$ cat src/rtl/spi_sched_pkg.sv
// Shared definitions for the multi-channel SPI start scheduler: FSM state
// encoding, default sizing constants and the round-robin search helper.
package spi_sched_pkg;

  typedef enum logic [1:0] {
    SCHED_IDLE,
    SCHED_WAIT_ACK,
    SCHED_BUSY
  } sched_state_t;

  localparam int unsigned DEF_CNT_W       = 12;
  localparam int unsigned DEF_ACK_TIMEOUT = 15;
  localparam int unsigned MAX_CH          = 16;

  // First set bit of req searching upward from last+1, wrapping at n.
  // Returns last when nothing is requested.
  function automatic int unsigned rr_pick(input logic [MAX_CH-1:0] req,
                                          input int unsigned       last,
                                          input int unsigned       n);
    int unsigned pick;
    logic        found;
    logic [3:0]  idx;
    pick  = last;
    found = 1'b0;
    for (int unsigned off = 1; off <= n; off++) begin
      idx = 4'((last + off) % n);
      if (!found && req[idx]) begin
        pick  = int'(idx);
        found = 1'b1;
      end
    end
    return pick;
  endfunction

endpackage

$ cat src/rtl/spi_start_scheduler_if.sv
// Start handshake between the scheduler (master) and the SPI engine (slave).
interface spi_start_scheduler_if #(
  parameter int unsigned CH_W = 2
);
  logic            spi_ready;
  logic            spi_start;
  logic [CH_W-1:0] spi_ch;

  modport master (input spi_ready, output spi_start, output spi_ch);
  modport slave  (output spi_ready, input spi_start, input spi_ch);
endinterface

$ cat src/rtl/spi_sched_timer.sv
// One channel: period timer, one-shot latch and pending flag.
// Optional overrun counter when SPI_SCHED_OVERRUN_EN is defined.
module spi_sched_timer
  import spi_sched_pkg::*;
#(
  parameter int unsigned CNT_W = DEF_CNT_W
) (
  input  logic             clk,
  input  logic             rst,
  input  logic             en,
  input  logic             oneshot,
  input  logic [CNT_W-1:0] period,
  input  logic             grant,
  output logic             pending
`ifdef SPI_SCHED_OVERRUN_EN
  ,
  output logic [7:0]       overrun
`endif
);

  logic [CNT_W-1:0] cnt;
  logic [CNT_W:0]   cnt_inc;
  logic             fired;
  logic             active;
  logic             hit;

  assign active  = en && (period != '0) && !(oneshot && fired);
  assign cnt_inc = {1'b0, cnt} + (CNT_W+1)'(1);
  // The P-th active edge reloads instead of storing P, giving an exact
  // period of P; >= also catches a period lowered below the current count.
  assign hit     = active && (cnt_inc >= {1'b0, period});

  // Timer, one-shot latch and pending flag (expiry wins over grant clear)
  always_ff @(posedge clk) begin
    if (rst || !en) begin
      cnt     <= '0;
      fired   <= 1'b0;
      pending <= 1'b0;
    end else begin
      if (hit || !active) cnt <= '0;
      else                cnt <= cnt_inc[CNT_W-1:0];
      if (hit && oneshot) fired <= 1'b1;
      pending <= (pending & ~grant) | hit;
    end
  end

`ifdef SPI_SCHED_OVERRUN_EN
  // Saturating count of expiries that land on an unserved pending flag
  always_ff @(posedge clk) begin
    if (rst || !en)
      overrun <= '0;
    else if (hit && pending && !grant && (overrun != '1))
      overrun <= overrun + 8'd1;
  end
`endif

endmodule

$ cat src/rtl/spi_start_scheduler.sv
// Multi-channel SPI start scheduler: NUM_CH period timers arbitrated
// round-robin onto one SPI engine with an acknowledge timeout.
// Optional feature macro: SPI_SCHED_OVERRUN_EN (adds overrun_cnt).
module spi_start_scheduler
  import spi_sched_pkg::*;
#(
  parameter int unsigned NUM_CH      = 4,
  parameter int unsigned CNT_W       = DEF_CNT_W,
  parameter int unsigned CH_W        = (NUM_CH > 1) ? $clog2(NUM_CH) : 1,
  parameter int unsigned ACK_TIMEOUT = DEF_ACK_TIMEOUT
) (
  input  logic                    clk,
  input  logic                    rst,
  spi_start_scheduler_if.master   spi,
  input  logic [NUM_CH-1:0]       ch_en,
  input  logic [NUM_CH-1:0]       ch_oneshot,
  input  logic [NUM_CH*CNT_W-1:0] ch_period,
  output logic [NUM_CH-1:0]       pending,
  output logic                    ack_err
`ifdef SPI_SCHED_OVERRUN_EN
  ,
  output logic [NUM_CH*8-1:0]     overrun_cnt
`endif
);

  localparam int unsigned TO_W = $clog2(ACK_TIMEOUT + 1);
  localparam logic [TO_W:0] TO_LAST = (TO_W+1)'(ACK_TIMEOUT);

  sched_state_t    state, state_n;
  logic [CH_W-1:0] last, last_n;
  logic [CH_W-1:0] ch_q, ch_n;
  logic [CH_W-1:0] pick_ch;
  logic            start_q, start_n;
  logic            ack_q, ack_n;
  logic [TO_W-1:0] to_cnt, to_n;
  logic [TO_W:0]   to_inc;
  logic [NUM_CH-1:0] grant_vec;

  assign spi.spi_start = start_q;
  assign spi.spi_ch    = ch_q;
  assign ack_err       = ack_q;

  assign pick_ch = CH_W'(rr_pick(MAX_CH'(pending), int'(last), NUM_CH));
  assign to_inc  = {1'b0, to_cnt} + (TO_W+1)'(1);

  for (genvar i = 0; i < NUM_CH; i++) begin : g_ch
    spi_sched_timer #(.CNT_W(CNT_W)) u_timer (
      .clk     (clk),
      .rst     (rst),
      .en      (ch_en[i]),
      .oneshot (ch_oneshot[i]),
      .period  (ch_period[i*CNT_W +: CNT_W]),
      .grant   (grant_vec[i]),
      .pending (pending[i])
`ifdef SPI_SCHED_OVERRUN_EN
      ,
      .overrun (overrun_cnt[i*8 +: 8])
`endif
    );
  end

  // FSM state and registered handshake outputs
  always_ff @(posedge clk) begin
    if (rst) begin
      state   <= SCHED_IDLE;
      last    <= CH_W'(NUM_CH - 1);
      ch_q    <= '0;
      start_q <= 1'b0;
      ack_q   <= 1'b0;
      to_cnt  <= '0;
    end else begin
      state   <= state_n;
      last    <= last_n;
      ch_q    <= ch_n;
      start_q <= start_n;
      ack_q   <= ack_n;
      to_cnt  <= to_n;
    end
  end

  // Next-state, grant selection and timeout counting
  always_comb begin
    state_n   = state;
    last_n    = last;
    ch_n      = ch_q;
    start_n   = 1'b0;
    ack_n     = 1'b0;
    to_n      = to_cnt;
    grant_vec = '0;
    unique case (state)
      SCHED_IDLE: begin
        if (spi.spi_ready && (pending != '0)) begin
          start_n            = 1'b1;
          ch_n               = pick_ch;
          last_n             = pick_ch;
          grant_vec[pick_ch] = 1'b1;
          to_n               = '0;
          state_n            = SCHED_WAIT_ACK;
        end
      end
      SCHED_WAIT_ACK: begin
        if (!spi.spi_ready) begin
          state_n = SCHED_BUSY;
        end else if (to_inc == TO_LAST) begin
          ack_n   = 1'b1;
          state_n = SCHED_IDLE;
        end else begin
          to_n = to_inc[TO_W-1:0];
        end
      end
      SCHED_BUSY: begin
        if (spi.spi_ready) state_n = SCHED_IDLE;
      end
      default: state_n = SCHED_IDLE;
    endcase
  end

endmodule

$ cat src/flat_wrapper.sv
// flat-port wrapper written by rule: the top's interface ports become plain ports
module spi_start_scheduler_flat import spi_sched_pkg::*;
#(
  parameter int unsigned NUM_CH      = 4,
  parameter int unsigned CNT_W       = DEF_CNT_W,
  parameter int unsigned CH_W        = (NUM_CH > 1) ? $clog2(NUM_CH) : 1,
  parameter int unsigned ACK_TIMEOUT = DEF_ACK_TIMEOUT
)
  (clk, rst, ch_en, ch_oneshot, ch_period, pending, ack_err, spi_spi_ready, spi_spi_start, spi_spi_ch);
  spi_start_scheduler_if #(.CH_W(CH_W)) spi_i ();
  input  logic clk;
  input  logic rst;
  input  logic [NUM_CH-1:0] ch_en;
  input  logic [NUM_CH-1:0] ch_oneshot;
  input  logic [NUM_CH*CNT_W-1:0] ch_period;
  output logic [NUM_CH-1:0] pending;
  output logic ack_err;
  input wire logic [$bits(spi_i.spi_ready)-1:0] spi_spi_ready;
  output wire logic [$bits(spi_i.spi_start)-1:0] spi_spi_start;
  output wire logic [$bits(spi_i.spi_ch)-1:0] spi_spi_ch;
  assign spi_i.spi_ready = spi_spi_ready;
  assign spi_spi_start = spi_i.spi_start;
  assign spi_spi_ch = spi_i.spi_ch;
  spi_start_scheduler #(.NUM_CH(NUM_CH), .CNT_W(CNT_W), .CH_W(CH_W), .ACK_TIMEOUT(ACK_TIMEOUT)) u_core (.clk(clk), .rst(rst), .spi(spi_i), .ch_en(ch_en), .ch_oneshot(ch_oneshot), .ch_period(ch_period), .pending(pending), .ack_err(ack_err));
endmodule
$ cat config.mk
export PLATFORM = sky130hd
export DESIGN_NAME = spi_start_scheduler_flat
export DESIGN_NICKNAME = d
export VERILOG_FILES = /design/src/rtl/spi_sched_pkg.sv /design/src/rtl/spi_start_scheduler_if.sv /design/src/rtl/spi_sched_timer.sv /design/src/rtl/spi_start_scheduler.sv /design/src/flat_wrapper.sv
export SDC_FILE = /design/constraint.sdc
export NUM_CORES = 1
export LEC_CHECK = 0
export ABC_CLOCK_PERIOD_IN_PS = 3200
export BUFFER_PORTS_ARGS = -buffer_cell sky130_fd_sc_hd__buf_4
export CAP_MARGIN = 30
export CORE_UTILIZATION = 59
export CTS_BUF_LIST = sky130_fd_sc_hd__clkbuf_4 sky130_fd_sc_hd__clkbuf_8
export DETAILED_ROUTE_END_ITERATION = 12
export PLACE_DENSITY = 0.82
export SLEW_MARGIN = 20
export SYNTH_ARGS = -nofsm -noshare
export SYNTH_HDL_FRONTEND = slang
export SYNTH_SLANG_ARGS = --single-unit
$ cat constraint.sdc
create_clock -name clk -period 3.2 [get_ports clk]
set_clock_uncertainty 0.15 [all_clocks]
set_input_delay 0.32 -clock clk [delete_from_list [all_inputs] [get_ports clk]]
set_output_delay 0.32 -clock clk [all_outputs]
set_load 0.02 [all_outputs]
==> key figures <==
STA
  – Worst hold slack: approximately 0.084 ns
  – Worst rel slew slack: between 60 and 70%
  – Final worst slack: around 0.23 ns
  – Final Hold Viols: 0
  – FMAX: around 340 MHz
  – Final Max Tran Viols: 0
  – Fin crit share: 93.0%
  – Slew of the pin with the lowest slew margin: between 0.4 and 0.5 ns
  – Min Clock Period, post-route: between 2 and 3 ns
  – Final number of setup-violating endpoints: 0

Synth
  – Total nets after synthesis: between 600 and 700
  – Async S/R FF share, synth: 0%
  – Warnings, synthesis: 0
  – Top FF cell, synth: dfxtp_1
  – Gate Count Post-Synth: between 500 and 600
  – Yosys cell types: 55
  – Synth Register Bits: 68
  – Seq/Total Area, Yosys: a little under a third
  – EDFF count, synth: 0
  – Synthesized cell area: between 4000 and 5000 sq um
  – Synthesized area per cell: about 8.5 sq um

Place
  – DP HPWL: 7.40 mm
  – Placed inst area: around 5000 sq um
  – DP Worst Slack: 0.128 ns
  – Port Buffers: 66
  – GPL Wtd Cong: about 0.86

Drt
  – Detail Route Antenna Nets: 0
  – WL final: just over 9 mm
  – Vias per std cell: between 5 and 6
  – # DRC: 0
  – Average wire per standard cell: roughly 13 um
  – Total number of vias: around 3.8k
  – Drt first-iter violations: between 100 and 150
  – Drt pass-1 iters: 4

Clocking
  – CTS sink cnt: 68
  – CTS tree: yes
  – CTS Buf Count: 9
  – H-tree Lvls: 3
  – Max clock buf depth: 2
  – Root Driver: clkbuf_8
  – Clock slew at reported path FFs: 0.07 ns
  – Post-CTS setup buffers: 0
  – Clk_lat worst skew: roughly 0.33 ns

Floorplan
  – Core outline area: 7210 sq um
  – DIE WIDTH: 88.2 um
  – Initial Util: roughly three fifths
  – Die height: between 80 and 90 um
  – Die area: slightly below 8000 sq um
  – I/O pin total: between 60 and 70
  – Num rows: 31

GRT
  – Met1 Usage GRT: 27.3%
  – Most Crowded Layer GR: met2
  – Met2 usage: 46.4%
  – First-pass GRT wire length: around 15 mm
  – Grt ovf: 0
  – Vias in the first global route: about 3.7k
  – GRT Util Overall: between 20% and 30%
  – Largest net degree at the start of global routing: 18
  – Met3 usage: under 10%
  – Initial antenna violation count: 0

Final layout
  – Layout Nets: ~700
  – Layout cells sized above 1: between 10% and 20%
  – Number of fill cells: around 600
  – Multi-input logic area: between 2000 and 3000 sq um
  – Layout area overhead: 17.4%
  – Most frequent cells in the layout: 69 x buf_4, 67 x dfxtp_1, 60 x inv_1
  – Reg area: approximately 1400 sq um
  – Most common cell after layout, fill and taps aside: buf_4
  – Inserted Diodes: 0
  – Design area: between 5000 and 6000 sq um
  – Fin util: between 70% and 80%

Critical path
  – Critical path class: flip-flop to flip-flop
  – FF-to-FF setup slack: 0.23 ns
  – Reg2Reg Depth: 12
  – Crit path to: u_core.g_ch[0].u_timer.cnt[2]
  – Reg2reg end: u_core.g_ch[0].u_timer.cnt[2]
  – Type of origin of the critical path: flip-flop
  – Worst Path Max Fanout: 12
  – CP required: roughly 3.3 ns
  – Reg2reg start: u_core.g_ch[0].u_timer.cnt[0]
  – CP Data Arrival Time: roughly 3 ns
  – Crit end category: flip-flop
  – Crit path from: u_core.g_ch[0].u_timer.cnt[0]

Worst hold path
  – Hold Path Class: input port to flip-flop
  – Worst Hold Launch: ch_oneshot[1]

Pwr
  – Cell Pwr Density: 326 nW/um^2
  – Peak supply drop: roughly 320 uV
  – Leak Pwr: ~2.4 nW

Job
  – Max_cap viols: 0

Outcome
  – Status: finished, final reports clean
==> metrics by stage <==
| step | total power (W) | instances | TNS, ns |
|---|---|---|---|
| final | 0.00168 | 686 | 0 |
| after global routing | 0.00175 | 686 | -0.173 |
| after CTS | 0.00169 | 686 | 0 |
| after detailed placement | 0.00104 | 672 | 0 |
| after global placement | 0.00103 | 672 | 0 |
| after floorplan | 0.000952 | 516 | 0 |
==> synthesized netlist by cell type (all sizes together) (2+ instances only) <==
master,number,area (sq um)
a21o,4,30.0
a211oi,4,30.0
ha,54,676
mux2i,4,40.0
a32o,6,60.1
nor3,12,60.1
o21ai,14,70.1
nor4,14,103
nand3,31,155
nand2,30,113
clkbuf,6,23.8
a31oi,4,25.0
nand2b,3,18.8
dfxtp,68,1360
or4,4,30.0
o21bai,2,15.0
o31ai,2,15.0
o311ai,2,25.0
inv,60,225
nor2,28,105
nor3b,13,97.6
xnor2,26,228
a21oi,16,83.8
and3,6,37.5
nor2b,38,238
and4,5,43.8
nand4,10,62.6
buf,6,48.8
o21a,4,30.0
or3,2,12.5
nand3b,2,15.0
xor2,15,131
a221oi,2,17.5
and2,4,25.0
==> power breakdown <==
part,total (W),internal (W),leakage [nW],switching [W]
sequential,0.000857,0.000851,0.549,0.00000568
combinational,0.000164,0.0000851,1.78,0.0000794
clock,0.000655,0.000365,0.0939,0.000290
total,0.00168,0.00130,2.42,0.000375
==> flip-flops by register name, indices dropped and copies added, names as in the netlist <==
signal and flops:
u_core.to_cnt 4, u_core.ack_err 1, u_core.g_ch.u_timer.fired 4, u_core.g_ch.u_timer.pending 4, u_core.spi.spi_ch 2, u_core.state 2, u_core.last 2, u_core.g_ch.u_timer.cnt 48
u_core.spi.spi_start 1
==> layer usage <==
| layer | vias to the layer above | part of all wire [%] |
|---|---|---|
| li1 | 1943 | - |
| met1 | 1760 | 44 |
| met2 | 78 | 51 |
| met3 | 16 | 3.4 |
| met4 | 0 | 1.7 |
| met5 | - | 0 |
==> cell type report <==
cell class | instances | area share (%)
Clock buffer | 10 | 2.67
Clock inverter | 3 | 0.778
Inverter | 60 | 4.38
Multi-Input combinational cell | 376 | 53.0
Sequential cell | 68 | 26.5
Tap cell | 99 | 2.41
Timing Repair Buffer | 70 | 10.3
==> cells by family (layout without fill, tap and decap cells) <==
group / count (synthesis) / count (layout) / share of synthesized area, %
AO/OA/AOI/OAI: 71 / 71 / 11.4
XOR/XNOR: 41 / 41 / 8.19
adder cells (fa/ha/maj): 54 / 54 / 15.4
buffers and inverters: 72 / 143 / 6.79
flip-flops: 68 / 68 / 31.1
multiplexers: 4 / 4 / 0.913
AND/OR/NAND/NOR: 206 / 206 / 26.3
==> critical path: stages (launching register included) <==
cell	delay [ns]
dfxtp_2	0.36
ha_1	0.21
nand4_1	0.19
nor2_2	0.21
and3_1	0.19
xor2_1	0.18
ha_1	0.27
o21a_1	0.12
o21a_1	0.19
a2111oi_1	0.38
o31ai_1	0.13
buf_4	0.20
nor2b_1	0.13
==> worst min-delay path by stage <==
stage,to,slack [ns],cells past startpoint
6_report,u_core.g_ch[1].u_timer.fired,0.08,2
5_1_grt,u_core.g_ch[1].u_timer.fired,0.09,2
4_1_cts,u_core.g_ch[1].u_timer.fired,0.08,2
3_5_place_dp,u_core.g_ch[0].u_timer.fired,0.30,2
3_3_place_gp,u_core.g_ch[0].u_timer.fired,0.29,2
2_1_floorplan,u_core.state[0],0.24,1
==> timing repair <==
action | CTS | global route
hold buffers | 1 | 0
endpoints found under the hold margin | 1 | 0
setup endpoints to repair | 0 | 12
gates resized for setup | 0 | 4
(Power assumes the default switching activity.)
